**src/rtl/mandelbrot_example_axi_write_master.sv**
```systemverilog
// mandelbrot_example_axi_write_master
// Streams AXI4-Stream beats into memory as AXI4 INCR write bursts. One
// command produces ceil(length/C_BURST_LEN) bursts; ctrl_done pulses after
// the last write response. Optional feature macro: MANDELBROT_WR_BRESP_CHECK_EN
// adds bresp input and sticky ctrl_error output.
module mandelbrot_example_axi_write_master #(
  parameter int C_ADDR_WIDTH      = 64,
  parameter int C_DATA_WIDTH      = 32,
  parameter int C_LENGTH_WIDTH    = 32,
  parameter int C_BURST_LEN       = 256,
  parameter int C_LOG_BURST_LEN   = 8,
  parameter int C_MAX_OUTSTANDING = 3
) (
  input  logic                        aclk,
  input  logic                        areset_n,
  input  logic                        ctrl_start,
  output logic                        ctrl_done,
  input  logic [C_ADDR_WIDTH-1:0]     ctrl_offset,
  input  logic [C_LENGTH_WIDTH-1:0]   ctrl_length,
`ifdef MANDELBROT_WR_BRESP_CHECK_EN
  input  logic [1:0]                  bresp,
  output logic                        ctrl_error,
`endif
  output logic                        awvalid,
  input  logic                        awready,
  output logic [C_ADDR_WIDTH-1:0]     awaddr,
  output logic [7:0]                  awlen,
  output logic [2:0]                  awsize,
  output logic                        wvalid,
  input  logic                        wready,
  output logic [C_DATA_WIDTH-1:0]     wdata,
  output logic [C_DATA_WIDTH/8-1:0]   wstrb,
  output logic                        wlast,
  input  logic                        bvalid,
  output logic                        bready,
  input  logic                        s_tvalid,
  output logic                        s_tready,
  input  logic [C_DATA_WIDTH-1:0]     s_tdata
);

  localparam int STRB_W = C_DATA_WIDTH / 8;
  localparam int CNT_W  = C_LENGTH_WIDTH - C_LOG_BURST_LEN + 1;
  localparam int LEN_W  = C_LOG_BURST_LEN + 1;
  localparam int OUT_W  = $clog2(C_MAX_OUTSTANDING + 1);
  localparam int AWSIZE = $clog2(STRB_W);
  localparam logic [C_ADDR_WIDTH-1:0] ADDR_STEP = C_ADDR_WIDTH'(C_BURST_LEN * STRB_W);

  typedef enum logic [1:0] {ST_IDLE = 2'd0, ST_RUN = 2'd1, ST_DONE = 2'd2} state_e;

  state_e                    state_q, state_d;
  logic [C_ADDR_WIDTH-1:0]   addr_q, addr_d;
  logic                      awvalid_q, awvalid_d;
  logic [7:0]                awlen_q, awlen_d;
  logic [CNT_W-1:0]          bursts_total_q, bursts_total_d;
  logic [CNT_W-1:0]          aw_to_go_q, aw_to_go_d;
  logic [CNT_W-1:0]          b_done_q, b_done_d;
  logic [CNT_W-1:0]          w_bursts_q, w_bursts_d;
  logic [LEN_W-1:0]          final_len_q, final_len_d;
  logic [LEN_W-1:0]          beat_q, beat_d;
  logic [OUT_W-1:0]          outstanding_q, outstanding_d;
  logic [OUT_W-1:0]          w_pending_q, w_pending_d;

  // Command decode: burst count rounds up, last burst length wraps 0 to a full burst.
  logic [C_LENGTH_WIDTH:0]   len_round_s;
  logic [CNT_W-1:0]          bursts_init_s;
  logic [LEN_W-1:0]          final_init_s;
  logic                      len_zero_s;
  logic                      start_acc_s;
  assign len_round_s   = {1'b0, ctrl_length} + (C_LENGTH_WIDTH+1)'(C_BURST_LEN - 1);
  assign bursts_init_s = len_round_s[C_LENGTH_WIDTH:C_LOG_BURST_LEN];
  assign final_init_s  = (ctrl_length[C_LOG_BURST_LEN-1:0] == C_LOG_BURST_LEN'(0)) ?
                         LEN_W'(C_BURST_LEN) : {1'b0, ctrl_length[C_LOG_BURST_LEN-1:0]};
  assign len_zero_s    = (ctrl_length == C_LENGTH_WIDTH'(0));
  assign start_acc_s   = ctrl_start && (state_q == ST_IDLE);

  // Channel events; W may only flow while an issued burst still owes beats.
  logic w_open_s, aw_fire_s, w_fire_s, wlast_fire_s, b_fire_s, last_b_s;
  logic [LEN_W-1:0] cur_len_s;
  assign w_open_s     = (w_pending_q != OUT_W'(0));
  assign cur_len_s    = (w_bursts_q == bursts_total_q - CNT_W'(1)) ? final_len_q : LEN_W'(C_BURST_LEN);
  assign aw_fire_s    = awvalid_q && awready;
  assign w_fire_s     = s_tvalid && wready && w_open_s;
  assign wlast_fire_s = w_fire_s && wlast;
  assign b_fire_s     = bvalid && bready;
  assign last_b_s     = b_fire_s && ((b_done_q + CNT_W'(1)) == bursts_total_q);

  assign awvalid  = awvalid_q;
  assign awaddr   = addr_q;
  assign awlen    = awlen_q;
  assign awsize   = 3'(AWSIZE);
  assign wvalid   = s_tvalid && w_open_s;
  assign s_tready = wready && w_open_s;
  assign wdata    = s_tdata;
  assign wstrb    = {STRB_W{1'b1}};
  assign wlast    = w_open_s && (beat_q == cur_len_s - LEN_W'(1));

  // State register.
  always_ff @(posedge aclk or negedge areset_n) begin
    if (!areset_n) state_q <= ST_IDLE;
    else           state_q <= state_d;
  end

  // Next-state logic: zero-length commands skip straight to DONE.
  always_comb begin
    state_d = state_q;
    case (state_q)
      ST_IDLE: begin
        if (ctrl_start) state_d = len_zero_s ? ST_DONE : ST_RUN;
        else            state_d = ST_IDLE;
      end
      ST_RUN: begin
        if (last_b_s) state_d = ST_DONE;
        else          state_d = ST_RUN;
      end
      ST_DONE: state_d = ST_IDLE;
      default: state_d = ST_IDLE;
    endcase
  end

  // State-decoded outputs.
  always_comb begin
    ctrl_done = 1'b0;
    bready    = 1'b0;
    case (state_q)
      ST_RUN:  bready    = 1'b1;
      ST_DONE: ctrl_done = 1'b1;
      default: begin
        ctrl_done = 1'b0;
        bready    = 1'b0;
      end
    endcase
  end

  // Datapath next state: AW issue, burst/beat bookkeeping, response counting.
  always_comb begin
    addr_d         = addr_q;
    awvalid_d      = awvalid_q;
    awlen_d        = awlen_q;
    bursts_total_d = bursts_total_q;
    final_len_d    = final_len_q;
    aw_to_go_d     = aw_to_go_q;
    b_done_d       = b_done_q;
    w_bursts_d     = w_bursts_q;
    beat_d         = beat_q;
    outstanding_d  = outstanding_q;
    w_pending_d    = w_pending_q;
    if (start_acc_s) begin
      addr_d         = ctrl_offset;
      awvalid_d      = 1'b0;
      bursts_total_d = bursts_init_s;
      final_len_d    = final_init_s;
      aw_to_go_d     = bursts_init_s;
      b_done_d       = CNT_W'(0);
      w_bursts_d     = CNT_W'(0);
      beat_d         = LEN_W'(0);
      outstanding_d  = OUT_W'(0);
      w_pending_d    = OUT_W'(0);
    end else if (state_q == ST_RUN) begin
      // awvalid drops for at least one cycle after each acceptance
      if (awvalid_q) begin
        awvalid_d = ~awready;
      end else if ((aw_to_go_q != CNT_W'(0)) &&
                   (outstanding_q < OUT_W'(C_MAX_OUTSTANDING))) begin
        awvalid_d = 1'b1;
        awlen_d   = (aw_to_go_q == CNT_W'(1)) ? 8'(final_len_q - LEN_W'(1)) : 8'(C_BURST_LEN - 1);
      end else begin
        awvalid_d = 1'b0;
      end
      if (aw_fire_s) begin
        addr_d     = addr_q + ADDR_STEP;
        aw_to_go_d = aw_to_go_q - CNT_W'(1);
      end else begin
        addr_d     = addr_q;
      end
      case ({aw_fire_s, b_fire_s})
        2'b10:   outstanding_d = outstanding_q + OUT_W'(1);
        2'b01:   outstanding_d = outstanding_q - OUT_W'(1);
        default: outstanding_d = outstanding_q;
      endcase
      case ({aw_fire_s, wlast_fire_s})
        2'b10:   w_pending_d = w_pending_q + OUT_W'(1);
        2'b01:   w_pending_d = w_pending_q - OUT_W'(1);
        default: w_pending_d = w_pending_q;
      endcase
      if (wlast_fire_s) begin
        beat_d     = LEN_W'(0);
        w_bursts_d = w_bursts_q + CNT_W'(1);
      end else if (w_fire_s) begin
        beat_d     = beat_q + LEN_W'(1);
      end else begin
        beat_d     = beat_q;
      end
      if (b_fire_s) b_done_d = b_done_q + CNT_W'(1);
      else          b_done_d = b_done_q;
    end else begin
      awvalid_d = 1'b0;
    end
  end

  // Datapath registers.
  always_ff @(posedge aclk or negedge areset_n) begin
    if (!areset_n) begin
      addr_q         <= C_ADDR_WIDTH'(0);
      awvalid_q      <= 1'b0;
      awlen_q        <= 8'd0;
      bursts_total_q <= CNT_W'(0);
      final_len_q    <= LEN_W'(0);
      aw_to_go_q     <= CNT_W'(0);
      b_done_q       <= CNT_W'(0);
      w_bursts_q     <= CNT_W'(0);
      beat_q         <= LEN_W'(0);
      outstanding_q  <= OUT_W'(0);
      w_pending_q    <= OUT_W'(0);
    end else begin
      addr_q         <= addr_d;
      awvalid_q      <= awvalid_d;
      awlen_q        <= awlen_d;
      bursts_total_q <= bursts_total_d;
      final_len_q    <= final_len_d;
      aw_to_go_q     <= aw_to_go_d;
      b_done_q       <= b_done_d;
      w_bursts_q     <= w_bursts_d;
      beat_q         <= beat_d;
      outstanding_q  <= outstanding_d;
      w_pending_q    <= w_pending_d;
    end
  end

`ifdef MANDELBROT_WR_BRESP_CHECK_EN
  logic error_q, error_d;
  assign ctrl_error = error_q;

  // Sticky error flag: set by any non-OKAY response, cleared by a new command.
  always_comb begin
    if (start_acc_s)                          error_d = 1'b0;
    else if (b_fire_s && (bresp != 2'b00))    error_d = 1'b1;
    else                                      error_d = error_q;
  end

  // Error flag register.
  always_ff @(posedge aclk or negedge areset_n) begin
    if (!areset_n) error_q <= 1'b0;
    else           error_q <= error_d;
  end
`endif

endmodule
```
**config.mk**
```make
export PLATFORM = sky130hd
export DESIGN_NAME = mandelbrot_example_axi_write_master
export DESIGN_NICKNAME = d
export VERILOG_FILES = /design/src/rtl/mandelbrot_example_axi_write_master.sv
export SDC_FILE = /design/constraint.sdc
export NUM_CORES = 1
export LEC_CHECK = 0
export CORE_MARGIN = 3
export CORE_UTILIZATION = 57
export CTS_CLUSTER_DIAMETER = 150
export DETAILED_ROUTE_END_ITERATION = 10
export HOLD_SLACK_MARGIN = 0.05
export PLACE_DENSITY = 0.85
export SYNTH_ARGS = -nofsm -noshare
export SYNTH_HDL_FRONTEND = slang
export SYNTH_SLANG_ARGS = --single-unit
```
**constraint.sdc**
```tcl
create_clock -name aclk -period 16.2 [get_ports aclk]
set_clock_uncertainty 0.1 [all_clocks]
set_input_delay 1.62 -clock aclk [delete_from_list [all_inputs] [get_ports aclk]]
set_output_delay 1.62 -clock aclk [all_outputs]
set_load 0.05 [all_outputs]
```
# --- Word-level counts from Yosys, hierarchy flattened ---
# Cells that the tools add are included.
word_totals:
  reg_bits: 197
  in_bits: 135
  word_cells: 104
classes:
  n_addsub: 13
  order_cmp: 1
  n_eq_ne: 10
  n_mux: 35
  bitwise_logic: 3
  n_reduce_logical: 30
op_table:
  columns: ["operator", "n"]
  rows:
  - ["two-way mux 25 bit", 9]
  - ["two-way mux 64 bit", 3]
  - ["adder 64 x 11 -> 64 bit (second input constant)", 1]
  - ["two-way mux 9 bit", 6]
  - ["adder 25 x 1 -> 25 bit (second input constant)", 2]
  - ["== test 25 bit", 2]
  - ["subtractor 25 x 1 -> 25 bit (second input constant)", 2]
  - ["adder 32 x 8 -> 33 bit (second input constant)", 1]
  - ["zero test 32 bit", 1]
  - ["== test 25 x 1 -> 1 bit (second input constant)", 1]
  - ["nonzero test 25 bit", 1]
  - ["two-way mux 2 bit", 7]
  - ["case mux 2 bit (2 select lines)", 3]
  - ["AND reduction 2 bit", 6]
  - ["logical AND 1 bit", 11]
  - ["nonzero test 2 bit", 5]
  - ["adder 9 x 1 -> 9 bit (second input constant)", 1]
  - ["== test 9 bit", 1]
  - ["nonzero test 3 bit", 3]
  - ["subtractor 9 x 1 -> 9 bit (second input constant)", 1]
  - ["zero test 8 bit", 1]
  - ["two-way mux 8 bit", 1]
  - ["subtractor 8 x 1 -> 8 bit (second input constant)", 1]
  - ["== test 2 x 1 -> 1 bit (second input constant)", 3]
  - ["other kinds (8)", 19]

# --- Longest topological paths before layout ---
depth:
  depth_word: 11
  mapped_depth: 24
  depth_no_buf: 20

# --- Worst setup path after synthesis ---
# No wires, ideal clock.
synth_timing:
  kind: "register to output"
  from: "register bursts_total_q[2]"
  to: "output wlast"
  t_arrival_ns: 5.307
  t_required_ns: 14.480
  path_slack_ns: 9.173
  path_stages_with_launch: 19
  cell_sequence: "dfrtp_1 buf_6 nor4_4 nand4_2 nor4b_1 a211oi_1 or4_1 nor4_2 nand2_1 ha_1 clkbuf_1 xnor2_1 xnor2_1 or3_1 o21ai_0 nand3_1 o21ai_0 o21ai_1 nor3_1"
synth_between:
  elab_chain_len: 6
synth_rtl:
  columns: ["element", "line_no", "source"]
  rows:
  - ["start: declaration", "54", "logic [CNT_W-1:0] bursts_total_q, bursts_total_d;"]
  - ["start signal: assignment", "218", "bursts_total_q <= bursts_total_d;"]
  - ["subtractor 25 x 1 -> 25 bit", "80", "assign cur_len_s = (w_bursts_q == bursts_total_q - CNT_W'(1)) ? final_len_q : LEN_W'(C_BURST_LEN);"]
  - ["== test 25 bit", "80", null]
  - ["two-way mux 9 bit", "80", null]
  - ["subtractor 9 x 1 -> 9 bit", "95", "assign wlast = w_open_s && (beat_q == cur_len_s - LEN_W'(1));"]
  - ["== test 9 bit", "95", null]
  - ["logical AND 1 bit", "95", null]
  - ["end: declaration", "33", "output logic wlast,"]
# Every way passes these cells.

# --- Final worst setup path ---
layout_timing:
  from: "register bursts_total_q[3]"
  to: "output wlast"
# The elaborated chain is that of the path after synthesis.

==> summary by stage <==
Logic synthesis
The post-synth design cell area is ~0.013 mm². Of the synthesized area, sequential elements account for between 30% and 40%. The most frequent cell after synthesis is sky130_fd_sc_hd__nand2_1. The mean instance size in the synthesized netlist is approximately 8.3 µm². In this run, synthesis produced a sequential element count of a little under 200. Of all flip-flops after synthesis, the portion carrying an async set or reset was 100%. By area the synthesized netlist is led by sky130_fd_sc_hd__dfrtp_1 39%, sky130_fd_sc_hd__nand2_1 6.3%, sky130_fd_sc_hd__xnor2_1 6.1%.

The number of synthesized flops with an enable pin is 0. The instance count of the mapped netlist is around 1.5k. The count of synthesis-stage warnings from yosys is 0. Counting instances in the post-synthesis netlist gives the leading cell types as 212 x sky130_fd_sc_hd__nand2_1, 197 x sky130_fd_sc_hd__dfrtp_1, 182 x sky130_fd_sc_hd__nor2_1. The library cell with the largest summed area after synthesis is sky130_fd_sc_hd__dfrtp_1. The number of distinct standard cells referenced by the synthesized netlist is 75. The most used flip-flop cell after synthesis is sky130_fd_sc_hd__dfrtp_1. The portion of synthesized cell area occupied by the leading cell type is 39.2%.

Route
After detailed routing, the number of vias per cell comes to approximately 6. Summing over every cut layer, the via total after detailed routing is 11.6k. In the final routed layout, each cell accounts on average for 18.8 µm. The number of iterations in the first detailed-routing pass is 6. The detailed-route DRC error count is 0. The final antenna-violating net count is 0. The initial DRC count is roughly 1.1k. The detailed-route wire length is 35700 µm.

GRT
The number of global-route vias before repair came to about 11k. The number of antenna violations at the first check in global routing is 0. Entering global routing, the biggest net connects about 120 pins. Global routing used slightly below 30% of the available tracks across all layers.

The remaining global-route overflow is 0. The most used routing layer is met2. The met3 track utilization from global routing is roughly 7.0%.

For met1 alone, demand over resource in global routing was about 40%. The first global-routing pass estimated 57800 µm of wire. For this run, global-route usage on met2 was measured as around 48%.

Critical path
STA classifies the critical path endpoint as an output port. The startpoint type of the worst setup path is a register. By startpoint and endpoint, the worst setup path is classified as register to output port.

Data on the critical path arrives at its endpoint at 6.37 ns. Along the worst path, the maximum fanout reaches 10. STA puts the critical path data required time at 14.48 ns.

Clock network
The post-cts resize count is 0. The CTS clock-pin slew for the worst setup and hold paths is ~0.080 ns. The root buffer cell chosen for the clock tree is sky130_fd_sc_hd__clkbuf_16. The clock buffer count from CTS is 17. The maximum level of the CTS H-tree is 4. The post-CTS setup buffer count is 0. No sink is reached through more buffers than the 2 on the longest clock path.

TritonCTS built the clock tree. At the later pin of the worst-skew pair, clock insertion delay measures between 0.4 and 0.5 ns. Buffers inserted to repair hold after CTS numbered 0.

CTS saw 197 sinks.

STA
Setup repair after global routing left no endpoint under its margin. The transition at the pin with the smallest max-transition slack is 1.27 ns. The number of max-slew violations in the final report is 0. Measured against its own limit, the worst slew margin works out to 15.1%. The final worst setup slack is roughly 8.1 ns. Based on the critical path, the design can be clocked at up to around 120 MHz. The clock period minus worst slack is 8.09 ns. The final clock period utilization by the worst path is around half. The summed negative setup slack over all endpoints is 0 ns. Setup violations remaining at the end of the flow were counted as 0.

The count of endpoints failing hold in the final timing report is 0.

Finish
The multi-input combinational cells in the finished layout cover a total of 0.00692 mm². Cells with a size suffix above 1 make up approximately 4.3% of the layout. The area occupied by registers is approximately 0.005 mm². From synthesis to final layout, the design area changed by 17.4%. The final layout contains approximately 1.8k nets. The antenna diode count is 0. The number of filler cells placed in the layout is roughly 1.7k.

Job
Across the run, the number of max-cap violations was 0.

Placement
The number of buffer cells added on primary ports is 180. The detailed-placement wirelength estimate is ~26000 µm. The placer congestion estimate is about 0.93.

Timing analysis after detailed placement gives a worst setup slack of ~8.7 ns.

Pwr
Summed over all cells, the static leakage comes to approximately 6.0 nW. The power density over cell area is 164 mW/mm². The peak supply drop is ~140 µV.

Status
The run finished with clean final reports.

Floorplanning
The I/O pin count is about 250. The floorplan step defined a core boundary enclosing approximately 0.021 mm². The floorplan has between 50 and 60 rows. The effective utilization at floorplan is around 60%. The full die area is 0.0239 mm². The die extent in y is around 150 µm. The overall die width is approximately 150 µm.

Min path
The tightest min-delay check is of the register to register type.
## area by class of cell
class / count / share of cell area, %
Timing Repair Buffer: 188 / 12.6
Clock inverter: 13 / 1.19
Multi-Input combinational cell: 1182 / 46.8
Inverter: 24 / 0.610
Clock buffer: 19 / 3.00
Sequential cell: 197 / 33.4
Tap cell: 275 / 2.33
## metal layers
layer	wire length, µm	part of all wire, %
met5	0	0
met4	801	2.2
met3	2750	7.7
met2	17100	48
met1	15000	42
## through the flow
stage	utilization, %	cells	total power, mW	hold WS (ns)	cell area [µm²]
floorplan	-	1529	1.63	0.349	12600
global placement	66.2	1866	1.94	0.359	14100
detailed placement	66.2	1866	1.97	0.364	14100
CTS	69.1	1898	2.42	0.390	14800
global route	69.1	1898	2.57	0.401	14800
finish	69.1	1898	2.43	0.385	14800
## cell families after synthesis
logic type / count (synthesis) / share of synthesized area (%)
buf+inv: 150 / 5.98
compound gates: 282 / 13.8
fa+ha+maj: 9 / 0.896
other cells: 2 / 0.0597
flops: 197 / 39.2
xor+xnor: 163 / 11.4
mux: 19 / 1.59
simple gates: 702 / 27.1
## final timing paths
kind                       slack (ns)  cells after the start              start                 to
setup / recovery                 8.11                     17  bursts_total_q[3]              wlast
hold / removal                   0.39                      2          awaddr[4]          awaddr[4]
setup reg to reg                 9.98                     18  bursts_total_q[3]          beat_q[5]
hold reg to reg                  0.39                      2          awaddr[4]          awaddr[4]
max in group asynchronous       13.17                      2           areset_n  bursts_total_q[5]
min in group asynchronous        1.22                      1           areset_n          beat_q[8]
## sequential cells by signal, indices dropped and copies added, names as in the netlist
register	flops
w_bursts_q	25
final_len_q	9
b_done_q	25
awlen	8
w_pending_q	2
bursts_total_q	25
aw_to_go_q	25
awvalid	1
state_q	2
beat_q	9
outstanding_q	2
awaddr	64
## power by group
part | total, mW | switching, mW | internal [mW] | leakage [nW]
logic | 1.08 | 0.670 | 0.407 | 3.27
clock network | 0.450 | 0.222 | 0.228 | 0.301
registers | 0.901 | 0.244 | 0.657 | 2.39
## worst max-delay path: stages (launching register included)
cell and delay (ns):
sky130_fd_sc_hd__dfrtp_1 0.51, sky130_fd_sc_hd__nor4_4 0.61, sky130_fd_sc_hd__nand4_2 0.36, sky130_fd_sc_hd__nor4b_1 0.39, sky130_fd_sc_hd__a211oi_1 0.15, sky130_fd_sc_hd__or4_1 0.55, sky130_fd_sc_hd__nor4_2 0.43, sky130_fd_sc_hd__nand2_1 0.11
sky130_fd_sc_hd__ha_1 0.33, sky130_fd_sc_hd__xnor2_1 0.35, sky130_fd_sc_hd__xnor2_1 0.09, sky130_fd_sc_hd__or3_1 0.30, sky130_fd_sc_hd__o21ai_0 0.08, sky130_fd_sc_hd__nand3_1 0.09, sky130_fd_sc_hd__o21ai_0 0.14, sky130_fd_sc_hd__o21ai_1 0.18
sky130_fd_sc_hd__nor3_1 0.37, sky130_fd_sc_hd__clkdlybuf4s50_1 0.89
## placed cells by master, fill, tap and decap left out, types with 23 or more instances in the layout
cell type | Yosys | final
sky130_fd_sc_hd__xnor2_1 | 87 | 87
sky130_fd_sc_hd__nor4_1 | 29 | 29
sky130_fd_sc_hd__nor3_1 | 38 | 38
sky130_fd_sc_hd__o21ai_0 | 98 | 98
sky130_fd_sc_hd__nand3_1 | 69 | 69
sky130_fd_sc_hd__nand4_1 | 35 | 35
sky130_fd_sc_hd__nand2_1 | 212 | 211
sky130_fd_sc_hd__dfrtp_1 | 197 | 197
sky130_fd_sc_hd__and3_1 | 34 | 34
sky130_fd_sc_hd__nor2_1 | 182 | 182
sky130_fd_sc_hd__clkdlybuf4s50_1 | 0 | 179
sky130_fd_sc_hd__a21oi_1 | 72 | 72
sky130_fd_sc_hd__inv_1 | 23 | 23
sky130_fd_sc_hd__xor2_1 | 76 | 76
Power figures use the tool's default switching activity.
